**config.mk**
```make
export PLATFORM = sky130hd
export DESIGN_NAME = crash_watchdog
export DESIGN_NICKNAME = d
export VERILOG_FILES = /design/src/rtl/crash_watchdog_pkg.sv /design/src/rtl/crash_watchdog_timeout_counter.sv /design/src/rtl/crash_watchdog.sv
export SDC_FILE = /design/constraint.sdc
export NUM_CORES = 1
export LEC_CHECK = 0
export BUFFER_PORTS_ARGS = -buffer_cell sky130_fd_sc_hd__buf_2
export CAP_MARGIN = 10
export CORE_ASPECT_RATIO = 1.1
export CORE_MARGIN = 2
export CORE_UTILIZATION = 30
export CTS_BUF_LIST = sky130_fd_sc_hd__clkbuf_16
export DETAILED_ROUTE_END_ITERATION = 16
export PLACE_DENSITY_LB_ADDON = 0.15
export SYNTH_ARGS = -nofsm -noshare
export SYNTH_HDL_FRONTEND = slang
export SYNTH_HIERARCHICAL = 1
export SYNTH_SLANG_ARGS = --single-unit
```
**constraint.sdc**
```tcl
create_clock -name clk -period 3.7 [get_ports clk]
set_input_delay 0.74 -clock clk [delete_from_list [all_inputs] [get_ports clk]]
set_output_delay 0.74 -clock clk [all_outputs]
set_load 0.1 [all_outputs]
```
**src/rtl/crash_watchdog_pkg.sv**
```systemverilog
// crash_watchdog_pkg: fault codes, report header and FSM encodings shared by the watchdog
package crash_watchdog_pkg;
  localparam logic [2:0] FAULT_NONE = 3'd0;
  localparam logic [2:0] FAULT_NAND_BUSY = 3'd1;
  localparam logic [2:0] FAULT_UART_INC = 3'd2;
  localparam logic [2:0] FAULT_FLASH_LEN = 3'd3;
  localparam logic [4:0] REPORT_HDR = 5'b10100;
  typedef enum logic [1:0] {IDLE, WAIT_BUSY, BUSY, TIMEOUT} nand_state_t;
  typedef enum logic {R_IDLE, R_REQ} rep_state_t;
  function automatic logic [7:0] report_byte(logic [2:0] code);
    return {REPORT_HDR, code};
  endfunction
endpackage

```
**src/rtl/crash_watchdog_timeout_counter.sv**
```systemverilog
// timeout_counter: clearable, enabled up-counter that saturates at a limit and flags it
module timeout_counter #(
  parameter int W = 16
) (
  input  logic         clk,
  input  logic         rst,
  input  logic         en_i,
  input  logic         clr_i,
  input  logic [W-1:0] limit_i,
  output logic         hit_o
);
  logic [W-1:0] cnt_q, cnt_d;
  assign hit_o = cnt_q >= limit_i;
  // clear wins over enable; counting stops at the limit so it never wraps
  always_comb cnt_d = clr_i ? '0 : (en_i && !hit_o) ? cnt_q + 1'b1 : cnt_q;
  // count register
  always_ff @(posedge clk or posedge rst)
    if (rst) cnt_q <= '0;
    else cnt_q <= cnt_d;
endmodule

```
**src/rtl/crash_watchdog.sv**
```systemverilog
// crash_watchdog: NAND busy / UART frame / flash length fault monitor with byte reporting
module crash_watchdog
  import crash_watchdog_pkg::*;
#(
  parameter logic [23:0] BUSY_TIMEOUT = 24'd5_000_000,
  parameter logic [15:0] BYTE_TIMEOUT = 16'd50_000,
  parameter logic [4:0]  TWB_MAX = 5'd16
) (
  input  logic       clk,
  input  logic       rst,
  input  logic       nand_op_start,
  input  logic       nand_rb_n,
  input  logic       uart_rx_valid,
  input  logic       flash_len_err,
  input  logic       fault_clear,
  input  logic       report_ack,
  output logic [2:0] fault_code,
  output logic       report_req,
  output logic [7:0] report_data
);
  logic rb_s1_q, rb_s2_q;
  nand_state_t ns_q, ns_d;
  rep_state_t rs_q, rs_d;
  logic [1:0] idx_q, idx_d;
  logic [2:0] fc_q, fc_d, ev;
  logic twb_hit, busy_hit, gap_hit, uart_to;
  timeout_counter #(.W(5)) u_twb (
    .clk(clk), .rst(rst), .en_i(ns_q == WAIT_BUSY), .clr_i(ns_q != WAIT_BUSY),
    .limit_i(TWB_MAX), .hit_o(twb_hit)
  );
  timeout_counter #(.W(24)) u_busy (
    .clk(clk), .rst(rst), .en_i(ns_q == BUSY), .clr_i(ns_q == IDLE),
    .limit_i(BUSY_TIMEOUT), .hit_o(busy_hit)
  );
  timeout_counter #(.W(16)) u_gap (
    .clk(clk), .rst(rst), .en_i(idx_q != 2'd0 && !uart_rx_valid),
    .clr_i(uart_rx_valid || idx_q == 2'd0 || gap_hit),
    .limit_i(BYTE_TIMEOUT), .hit_o(gap_hit)
  );
  assign uart_to = gap_hit && !uart_rx_valid;
  assign ev = (ns_q == TIMEOUT) ? FAULT_NAND_BUSY : uart_to ? FAULT_UART_INC :
              flash_len_err ? FAULT_FLASH_LEN : FAULT_NONE;
  // NAND operation tracking on the synchronized ready/busy level
  always_comb begin
    ns_d = ns_q;
    unique case (ns_q)
      IDLE:      ns_d = nand_op_start ? WAIT_BUSY : IDLE;
      WAIT_BUSY: ns_d = !rb_s2_q ? BUSY : twb_hit ? IDLE : WAIT_BUSY;
      BUSY:      ns_d = rb_s2_q ? IDLE : busy_hit ? TIMEOUT : BUSY;
      TIMEOUT:   ns_d = IDLE;
    endcase
  end
  // frame index, sticky prioritised fault code and report handshake
  always_comb begin
    idx_d = uart_rx_valid ? idx_q + 2'd1 : gap_hit ? 2'd0 : idx_q;
    fc_d = fault_clear ? ev :
           (ev != FAULT_NONE && (fc_q == FAULT_NONE || ev < fc_q)) ? ev : fc_q;
    rs_d = (fc_d != fc_q && fc_d != FAULT_NONE) ? R_REQ :
           (rs_q == R_REQ && report_ack) ? R_IDLE : rs_q;
  end
  // state registers; synchronizer flops preset to the idle (ready) level
  always_ff @(posedge clk or posedge rst)
    if (rst) begin
      rb_s1_q <= 1'b1;
      rb_s2_q <= 1'b1;
      ns_q <= IDLE;
      rs_q <= R_IDLE;
      idx_q <= 2'd0;
      fc_q <= FAULT_NONE;
    end else begin
      rb_s1_q <= nand_rb_n;
      rb_s2_q <= rb_s1_q;
      ns_q <= ns_d;
      rs_q <= rs_d;
      idx_q <= idx_d;
      fc_q <= fc_d;
    end
  assign fault_code = fc_q;
  assign report_req = rs_q == R_REQ;
  assign report_data = report_byte(fc_q);
endmodule

```
# Word level (Yosys, flattened, before mapping)
# Cells that the tools add are included.
# W data, S select, Z words.
classes:
  muxes: 21
  magnitude_cmp: 4
  add_sub_neg: 4
  reduce_logical: 26
  n_eq_ne: 5
op_table:
  columns: ["op", "count"]
  rows:
  - ["$mux W24", 2]
  - ["$mux W16", 2]
  - ["$add A24 B1 Y24 const B", 1]
  - ["$ge A24 B23 Y1 const B", 1]
  - ["$add A16 B1 Y16 const B", 1]
  - ["$ge A16 B16 Y1 const B", 1]
  - ["$mux W2", 7]
  - ["$reduce_bool A2 Y1", 6]
  - ["$mux W5", 2]
  - ["$logic_and A1 B1 Y1", 8]
  - ["$pmux W2 S4", 1]
  - ["$mux W3", 2]
  - ["$reduce_bool A3 Y1", 2]
  - ["$add A5 B1 Y5 const B", 1]
  - ["$ge A5 B5 Y1 const B", 1]
  - ["$mux W1", 5]
  - ["$eq A2 B2 Y1 const B", 2]
  - ["$logic_not A1 Y1", 4]
  - ["$logic_not A2 Y1", 2]
  - ["$logic_not A3 Y1", 1]
  - ["$logic_or A1 B1 Y1", 3]
  - ["$lt A2 B3 Y1", 1]
  - ["$ne A3 B3 Y1", 1]
  - ["$add A2 B1 Y2 const B", 1]
  - ["other kinds (2)", 2]
word_totals:
  output_inout_bits: 12
  regBits: 55

# Longest topological paths before layout
# Gate-level depths: netlist (run 1).
logic_depth:
  word_depth: 12
  mapped_depth: 16

# Modules after synthesis
# The synthesis (run 1) kept the hierarchy.
modules_own_cells:
  columns: ["mod", "cells_each", "area_each_um2", "n_inst"]
  rows:
  - ["timeout_counter at u_busy", 222, 1841.8, 1]
  - ["timeout_counter at u_gap", 163, 1506.4, 1]
  - ["crash_watchdog", 73, 653.1, 1]
  - ["timeout_counter at u_twb", 44, 406.6, 1]

# Worst setup path after synthesis (run 1)
# Ideal clock, no wire load.
synth_timing:
  kind: "reg-to-reg"
  from: "reg u_gap.cnt_q[13]"
  to: "reg fc_q[1] (netlist: fault_code[1])"
  slack_ns: 0.323
  arrival_time_ns: 3.248
  setup_ns: 0.129
  required_ns: 3.571
  stages_incl_launch_ff: 16
  path_cell_list: "dfrtp_1 > ha_1 > and4_1 > nand3_1 > nor2_1 > buf_2 > a21o_1 > nor2b_1 > buf_6 > nor2_1 > nor2_1 > ha_1 > nor2_1 > or4_4 > a31oi_4 > mux2_1"
synth_via:
  elab_chain_len: 9
  elab_cells_between_ends: 10
  classes_between: "2 x order compare; 4 x mux; 4 x reduce/logical"
synth_lines:
  columns: ["element", "line_no", "text"]
  rows:
  - ["start, declared", "crash_watchdog_timeout_counter.sv:12", "logic [W-1:0] cnt_q, cnt_d;"]
  - ["start signal, assigned", "crash_watchdog_timeout_counter.sv:19", "else cnt_q <= cnt_d;"]
  - ["$ge A16 B16 Y1 *", "crash_watchdog_timeout_counter.sv:13", "assign hit_o = cnt_q >= limit_i;"]
  - ["via gap_hit", "crash_watchdog.sv:26", "logic twb_hit, busy_hit, gap_hit, uart_to;"]
  - ["$logic_and A1 B1 Y1 *", "crash_watchdog.sv:40", "assign uart_to = gap_hit && !uart_rx_valid;"]
  - ["$mux W2 * (2 in series)", "crash_watchdog.sv:41", "assign ev = (ns_q == TIMEOUT) ? FAULT_NAND_BUSY : uart_to ? FAULT_UART_INC :"]
  - ["$lt A2 B3 Y1", "crash_watchdog.sv:57", "(ev != FAULT_NONE && (fc_q == FAULT_NONE || ev < fc_q)) ? ev : fc_q;"]
  - ["$logic_or A1 B1 Y1", "crash_watchdog.sv:57", null]
  - ["$logic_and A1 B1 Y1", "crash_watchdog.sv:57", null]
  - ["$mux W3", "crash_watchdog.sv:57", null]
  - ["$mux W3 *", "crash_watchdog.sv:56", "fc_d = fault_clear ? ev :"]
  - ["via fc_d[1]", "crash_watchdog.sv:25", "logic [2:0] fc_q, fc_d, ev;"]
  - ["end signal, assigned", "crash_watchdog.sv:69", "fc_q <= FAULT_NONE;"]
  - ["end signal, assigned", "crash_watchdog.sv:76", "fc_q <= fc_d;"]
  - ["end, declared", "crash_watchdog.sv:25", null]
# The timed path passes the listed nets; every way through them passes the cells marked *.
# A chain may end at the register's enable or synchronous reset.

# Worst setup path in the final report (run 1)
layout_timing:
  from: "reg u_gap.cnt_q[15]"
  to: "reg fc_q[1] (netlist: fault_code[1])"
# The elaborated chain is that of the path after synthesis.

==> results of run 1 <==
cell type report:
type,instances,area [um2]
multi-input combinational,411,2830
inverter,63,236
clock buffer,5,125
clock inverter,3,17.5
tap,192,240
fill,1501,9440
sequential,55,1380
timing repair buffer,21,123
layer usage:
metal	part of all wire, %	up-vias	track usage, %	wire length [um]
met2	48	38	20.8	4400
met5	0	-	0	0
met3	3.0	6	2.82	274
met1	48	1605	15.6	4430
li1	-	1796	-	-
met4	1.2	0	3.79	111
layout by cell type (no fill, tap or decap), types with 11 or more instances in the layout:
cell type / count
sky130_fd_sc_hd__conb_1: 50
sky130_fd_sc_hd__mux2_2: 13
sky130_fd_sc_hd__dfrtp_1: 53
sky130_fd_sc_hd__o21ai_0: 14
sky130_fd_sc_hd__ha_1: 50
sky130_fd_sc_hd__nand3_1: 15
sky130_fd_sc_hd__a21oi_1: 25
sky130_fd_sc_hd__or3_1: 11
sky130_fd_sc_hd__nand2_1: 37
sky130_fd_sc_hd__inv_1: 64
sky130_fd_sc_hd__nor2b_1: 18
sky130_fd_sc_hd__xnor2_1: 17
sky130_fd_sc_hd__nor2_1: 55
sky130_fd_sc_hd__nor3_1: 12
sky130_fd_sc_hd__buf_2: 14
logic make-up (layout without fill, tap and decap cells):
kind of cell | Yosys count | in the layout
AOI/OAI and AO/OA | 79 | 79
xor gates and xnor gates | 18 | 18
adders and majority gates | 50 | 50
buffers and inverters | 84 | 92
DFF | 55 | 55
muxes | 21 | 21
other | 2 | 50
and+or+nand+nor | 193 | 193
flip-flops by register name, summed over array words and instances, names as in the netlist:
name / cells
report_req: 1
rb_s1_q: 1
u_gap/cnt_q: 16
u_twb/cnt_q: 5
ns_q: 2
fault_code: 3
u_busy/cnt_q: 24
idx_q: 2
rb_s2_q: 1
worst paths after layout:
check,endpoint,slack (ns),cells after the start
worst max-delay path,fault_code[1]$_DFF_PP0_,0.57,13
worst min-delay path,rb_s2_q$_DFF_PP1_,0.36,0
worst max register to register,fault_code[1]$_DFF_PP0_,0.57,13
worst min register to register,rb_s2_q$_DFF_PP1_,0.36,0
max in group asynchronous,u_busy/cnt_q[11]$_DFFE_PP0P_,2.35,2
min in group asynchronous,u_twb/cnt_q[2]$_DFFE_PP0P_,0.38,2
critical path, stage by stage, from the launching register on:
cell and delay (ns):
sky130_fd_sc_hd__dfrtp_1 0.39, sky130_fd_sc_hd__ha_1 0.31, sky130_fd_sc_hd__and4_1 0.21, sky130_fd_sc_hd__a21oi_1 0.18
sky130_fd_sc_hd__nand3_1 0.13, sky130_fd_sc_hd__a21o_1 0.19, sky130_fd_sc_hd__nor2b_1 0.14, sky130_fd_sc_hd__nor2_1 0.08
sky130_fd_sc_hd__nor2_1 0.06, sky130_fd_sc_hd__ha_1 0.28, sky130_fd_sc_hd__nor2_1 0.06, sky130_fd_sc_hd__or4_4 0.49
sky130_fd_sc_hd__a31oi_4 0.16, sky130_fd_sc_hd__mux2_1 0.34
power breakdown:
group / internal [mW] / switching, mW / total, mW
Sequential: 0.639 / 0.0449 / 0.684
Combinational: 0.162 / 0.416 / 0.578
Clock: 0.250 / 0.237 / 0.486
Total: 1.05 / 0.698 / 1.75
==> impl_metrics.py, run 1 <==
metrics = {
    "status": {
        "outcome": "finished clean",
    },
    "worst_setup_path": {
        "cp_max_fo": 3,
        "worstSetupPathType": "register to register",
        "worstReg2RegStart": "u_gap/cnt_q[15]$_DFFE_PP0P_",
        "critical_path_arrival_ns": 3.32,
        "cp.required_ns": 3.89,
        "critPathCaptureType": "register",
        "critPathLaunchType": "register",
        "critical_path.startpoint": "u_gap/cnt_q[15]$_DFFE_PP0P_",
    },
    "detailed_routing": {
        "via_count": 3445,
        "final_antenna_net_count": 0,
        "tritonroute_pass_1_iters": 4,
        "viasPerCell": 4.59,
        "drcViolationCount": 0,
        "wl_um": 9210,
        "routed_wire_length_per_instance_um": 12.3,
        "drt_iter0_drc": 157,
    },
    "grt": {
        "first_global_vias": 3339,
        "antenna_found_initial": 0,
        "globalRouteOverflowTotal": 0,
        "wire_length_of_the_first_global_routing_pass_um": 15700,
        "globalRouteTotalUtil_pct": 12.3,
        "largest_net_degree_at_the_start_of_global_routing": 33,
    },
    "sta": {
        "setup_total_negative_slack_ns": 0,
        "timing.clock.skew_ns": 0.00909,
        "postLayoutSetupSlackWorst_ns": 0.566,
        "finalHoldWorstSlack_ns": 0.359,
        "timing.final.max_slew_violations": 0,
        "fin_crit_sh_pct": 84.7,
        "finalSetupViolations": 0,
        "fmaxAchievable_mhz": 319,
        "final_period_minus_worst_setup_slack_ns": 3.13,
        "rsz_0062_raised_after_global_routing": "no",
        "finalHoldViolations": 0,
        "maxSlewHeadroom_pct": 31.1,
        "worst_slew_pin_slew_ns": 1.03,
    },
    "logic_synthesis": {
        "post_synth_xor_area_fraction_pct": 3.58,
        "most_frequently_used_cell_type_in_the_post_synthesis_netlist": "sky130_fd_sc_hd__inv_1",
        "yosys_register_bits": 55,
        "synth.distinct_cells": 61,
        "synthDominantCellAreaShare_pct": 30.1,
        "netlist.top_cell.by_area": "sky130_fd_sc_hd__dfrtp_1",
        "yosys_warnings": 6,
        "synth.top_cells.by_count": "sky130_fd_sc_hd__inv_1, sky130_fd_sc_hd__nor2_1, sky130_fd_sc_hd__dfrtp_1",
        "synth.cell_area_um2": 4410,
        "synth_top_family_by_area": "simple AND/OR/NAND/NOR gates",
        "synth_seq_area_share_pct": 31.3,
        "synthCells": 502,
        "synth_area_leaders": "sky130_fd_sc_hd__dfrtp_1, sky130_fd_sc_hd__ha_1, sky130_fd_sc_hd__inv_1",
        "postSynth.asyncResetShare_pct": 100,
        "yosys.area_share.adder_pct": 14.2,
        "muxShareOfSynthArea_pct": 5.39,
        "syn_avg_cell_area_um2": 8.78,
        "synth-compound-area-share_pct": 14.2,
        "post_synth_and_or_nand_nor_area_fraction_pct": 22.5,
        "ys.flop_type": "sky130_fd_sc_hd__dfrtp_1",
        "synth_edf_count": 0,
    },
    "cells_and_area": {
        "post_route_cell_area_um2": 4950,
        "post-route-util_pct": 34.4,
        "drive_gt1_share_pct": 10.6,
        "insertedDiodeCount": 0,
        "area_overhead_vs_synth_pct": 12.3,
        "stdcell_count": 750,
        "design.final.nets": 615,
    },
    "pwr": {
        "leakage_nw": 2.32,
        "power_density_of_the_placed_cells_nw_per_um2": 353,
        "power.ir.vdd_worst_v": 0.000153,
        "post-layout-total-power_mw": 1.75,
    },
    "clock_tree": {
        "cts_buffer_depth": 2,
        "htreeDepth": 2,
        "clk_transition_reported_paths_ns": 0.07,
        "tritoncts": "built",
        "post_cts_buffers": 0,
        "clk_latency_ns": 0.31,
        "ctsRootBufferMaster": "sky130_fd_sc_hd__clkbuf_16",
        "cts.sinks": 55,
        "holdBufCountCts": 0,
        "cts-resized-gates": 0,
        "tritoncts.num_buffers": 5,
    },
    "floorplanning": {
        "floorplan.die.height_um": 131,
        "die_x_um": 120,
        "initial_core_util_pct": 30.6,
        "design.portCount": 20,
        "floorplan.rows": 46,
        "coreArea_um2": 14400,
        "die-area_um2": 15700,
    },
    "placed_design": {
        "place_congestion": 0.766,
        "place_worst_setup_slack_ns": 0.567,
        "detailed_place_hpwl_um": 6760,
        "placement.io_buffers": 14,
        "postPlaceCellArea_um2": 4810,
        "total_instance_count_after_detailed_placement": 742,
    },
    "hold_path": {
        "hold_path.class": "register to register",
        "hp-start": "rb_s1_q$_DFF_PP1_",
    },
    "flow_run": {
        "timing.max_cap.violations": 0,
    },
}
No activity file was read; power rests on OpenSTA's default activity.
==> run 2: changes to the inputs <==
ABC_AREA = 1   (was not set)
clock period = 2.7 ns   (was 3.7 ns; I/O delays follow)
==> run 2 against run 1 <==
  * Global-route usage is 1.3 points higher
  * Non-clock buffer count up 7
  * First-iteration DRC count increased by 22%
  * Sequential power is 40% higher
  * Final cell count increased by 35%
  * Worst hold slack got worse by 0.21 ns
  * Wire length up 23%
  * Sequential share of layout area fell by 3.8 points
  * Clock power is 57% higher
  * Combinational power rose by 78%
==> impl_metrics.py, run 2 <==
metrics = {
    "pwr": {
        "post-layout-total-power_mw": 2.75,
        "leakage_nw": 3.18,
        "power.ir.vdd_worst_v": 0.000589,
        "power_density_of_the_placed_cells_nw_per_um2": 480,
    },
    "flow_run": {
        "timing.max_cap.violations": 0,
    },
    "clock_tree": {
        "holdBufCountCts": 0,
        "clk_latency_ns": 0.31,
        "cts_buffer_depth": 2,
        "tritoncts": "built",
        "htreeDepth": 2,
        "cts.sinks": 55,
        "clk_transition_reported_paths_ns": 0.07,
        "tritoncts.num_buffers": 5,
        "ctsRootBufferMaster": "sky130_fd_sc_hd__clkbuf_16",
    },
    "sta": {
        "finalSetupViolations": 0,
        "finalHoldViolations": 0,
        "fin_crit_sh_pct": 91.7,
        "timing.clock.skew_ns": 0.00960,
        "setup_total_negative_slack_ns": 0,
        "timing.final.max_slew_violations": 0,
        "maxSlewHeadroom_pct": 53.0,
        "final_period_minus_worst_setup_slack_ns": 2.48,
        "worst_slew_pin_slew_ns": 0.704,
        "fmaxAchievable_mhz": 404,
    },
    "placed_design": {
        "total_instance_count_after_detailed_placement": 1001,
        "postPlaceCellArea_um2": 5510,
        "place_congestion": 0.839,
        "placement.io_buffers": 14,
        "detailed_place_hpwl_um": 8750,
    },
    "grt": {
        "largest_net_degree_at_the_start_of_global_routing": 49,
        "first_global_vias": 4236,
        "globalRouteTotalUtil_pct": 13.6,
        "wire_length_of_the_first_global_routing_pass_um": 20200,
        "globalRouteOverflowTotal": 0,
        "antenna_found_initial": 0,
    },
    "detailed_routing": {
        "via_count": 4393,
        "routed_wire_length_per_instance_um": 11.2,
        "drcViolationCount": 0,
        "wl_um": 11400,
        "viasPerCell": 4.35,
        "tritonroute_pass_1_iters": 4,
        "drt_iter0_drc": 191,
        "final_antenna_net_count": 0,
    },
    "cells_and_area": {
        "most_common_cell_after_layout_fill_and_taps_aside": "sky130_fd_sc_hd__nand2_1",
        "post_route_cell_area_um2": 5730,
        "insertedDiodeCount": 0,
        "regArea_um2": 1380,
        "largest_register": "u_busy/cnt_q",
        "final_cell_mix": "sky130_fd_sc_hd__nand2_1, sky130_fd_sc_hd__inv_1, sky130_fd_sc_hd__nand3_1",
        "num-fill-cells": 1836,
        "drive_gt1_share_pct": 12.0,
        "reg.largest.list": "u_busy/cnt_q (24), u_gap/cnt_q (16), u_twb/cnt_q (5)",
        "stdcell_count": 1010,
        "area_overhead_vs_synth_pct": 12.4,
        "largest_register_ffs": 24,
        "multi_input_area_um2": 3230,
        "design.final.nets": 863,
    },
    "floorplanning": {
        "die-area_um2": 18000,
        "coreArea_um2": 16500,
        "initial_core_util_pct": 30.9,
        "floorplan.rows": 49,
        "design.portCount": 20,
        "die_x_um": 128,
        "floorplan.die.height_um": 141,
    },
    "logic_synthesis": {
        "most_frequently_used_cell_type_in_the_post_synthesis_netlist": "sky130_fd_sc_hd__nand2_1",
        "synth.top_cells.by_count": "sky130_fd_sc_hd__nand2_1, sky130_fd_sc_hd__inv_1, sky130_fd_sc_hd__nand3_1",
        "synthDominantCellAreaShare_pct": 26.0,
        "syn_avg_cell_area_um2": 6.83,
        "synth_area_leaders": "sky130_fd_sc_hd__dfrtp_1, sky130_fd_sc_hd__nand2_1, sky130_fd_sc_hd__ha_1",
        "netlist.top_cell.by_area": "sky130_fd_sc_hd__dfrtp_1",
        "synth.cell_area_um2": 5090,
        "synth.distinct_cells": 39,
        "yosys_register_bits": 55,
        "synthCells": 746,
        "ys.flop_type": "sky130_fd_sc_hd__dfrtp_1",
        "synth_edf_count": 0,
        "yosys_warnings": 6,
        "synth_seq_area_share_pct": 27.1,
        "postSynth.asyncResetShare_pct": 100,
    },
    "status": {
        "outcome": "finished clean",
    },
    "worst_setup_path": {
        "critPathCaptureType": "register",
        "cp_max_fo": 4,
        "worst_path_most_repeated_cell": "sky130_fd_sc_hd__nand2_1",
        "worstSetupPathType": "register to register",
        "critical_path_arrival_ns": 2.68,
        "crit_chain": "ha_4 > nand2_1 > nor2_1 > nor2_1 > nand2_1 > nand2_1 > nand2_2 > nand2_2 > nand2_2 > nand2_2 > a21oi_4 > ha_4 > nand2_1 > nand2_1 > nand2_1 > nand2_2 > nand2_4 > nand2_1 > nand2_2 > nand2_1 > nand2_1 > nand2_1",
        "cpPeakStageDelay_ns": 0.44,
        "critPathLaunchType": "register",
        "crit_path_top_delay_cell": "sky130_fd_sc_hd__dfrtp_1",
        "cp.required_ns": 2.90,
    },
    "hold_path": {
        "hold_path.class": "primary input to async pin",
    },
}
[run 2: cell types whose count changed after synthesis, sizes merged, moves of 7 or more]
cell,change
o21ai,-13
or3,-12
nand2,+191
nor2,+20
nand3,+56
buf,+8
nor2b,-18
mux2,-19
inv,+70
nor4,-7
nand4,+27
a2111oi,-11
xor2,+10
[run 2: layer usage]
| metal | routed length [um] | GRT usage, % |
|---|---|---|
| met1 | 5540 | 17.8 |
| met2 | 5460 | 23.3 |
| met3 | 233 | 2.50 |
| met4 | 117 | 2.72 |
| met5 | 0 | 0 |
[run 2: path summary, 6_finish.rpt]
check	end	from	slack [ns]	cells past startpoint
worst max-delay path	report_req$_DFFE_PP0P_	u_gap/cnt_q[3]$_DFFE_PP0P_	0.22	22
worst min-delay path	u_twb/cnt_q[0]$_DFFE_PP0P_	rst	0.15	2
worst max register to register	report_req$_DFFE_PP0P_	u_gap/cnt_q[3]$_DFFE_PP0P_	0.22	22
worst min register to register	rb_s2_q$_DFF_PP1_	rb_s1_q$_DFF_PP1_	0.36	0
max in group asynchronous	u_gap/cnt_q[5]$_DFFE_PP0P_	rst	1.88	2
min in group clk	rb_s1_q$_DFF_PP1_	nand_rb_n	0.33	1
[run 2: report_power, final]
part	internal [mW]	total [mW]	switching, mW
combinational	0.234	1.03	0.792
clock	0.439	0.764	0.325
sequential	0.888	0.961	0.0734
total	1.56	2.75	1.19
[run 2: what timing repair did]
item | 4_1_cts | 5_1_grt
setup endpoints to repair | 0 | 5
gates resized for setup | 0 | 7
buffers inserted | 0 | 1
[run 2: cell families after synthesis]
family,synth area share [%]
simple gates,39.1
buf+inv,13.9
flops,27.1
fa+ha+maj,12.3
compound gates,3.54
xor+xnor,3.95
other cells,0.147
[run 2: critical path, delay by kind of cell (launching register included)]
| family | cells | cell delay [ns] |
|---|---|---|
| simple gates | 19 | 1.21 |
| flops | 1 | 0.44 |
| compound gates | 1 | 0.20 |
| fa+ha+maj | 2 | 0.51 |
[run 2: stage by stage]
stage	util, %	worst slack [ns]	hold slack, ns
2_1_floorplan	-	0.356	0.319
3_3_place_gp	33.4	0.193	0.352
3_5_place_dp	33.4	0.142	0.349
4_1_cts	34.4	0.136	0.153
5_1_grt	34.7	-0.0238	0.169
6_report	34.7	0.224	0.151
[run 2: layout make-up]
cell class / instances / share of cell area, %
flip-flops and latches: 55 / 24.1
repair buffers: 28 / 3.06
well taps: 204 / 4.46
inverters: 137 / 8.98
clock buffers: 5 / 2.18
clock inverters: 3 / 0.765
multi-input cells: 578 / 56.5
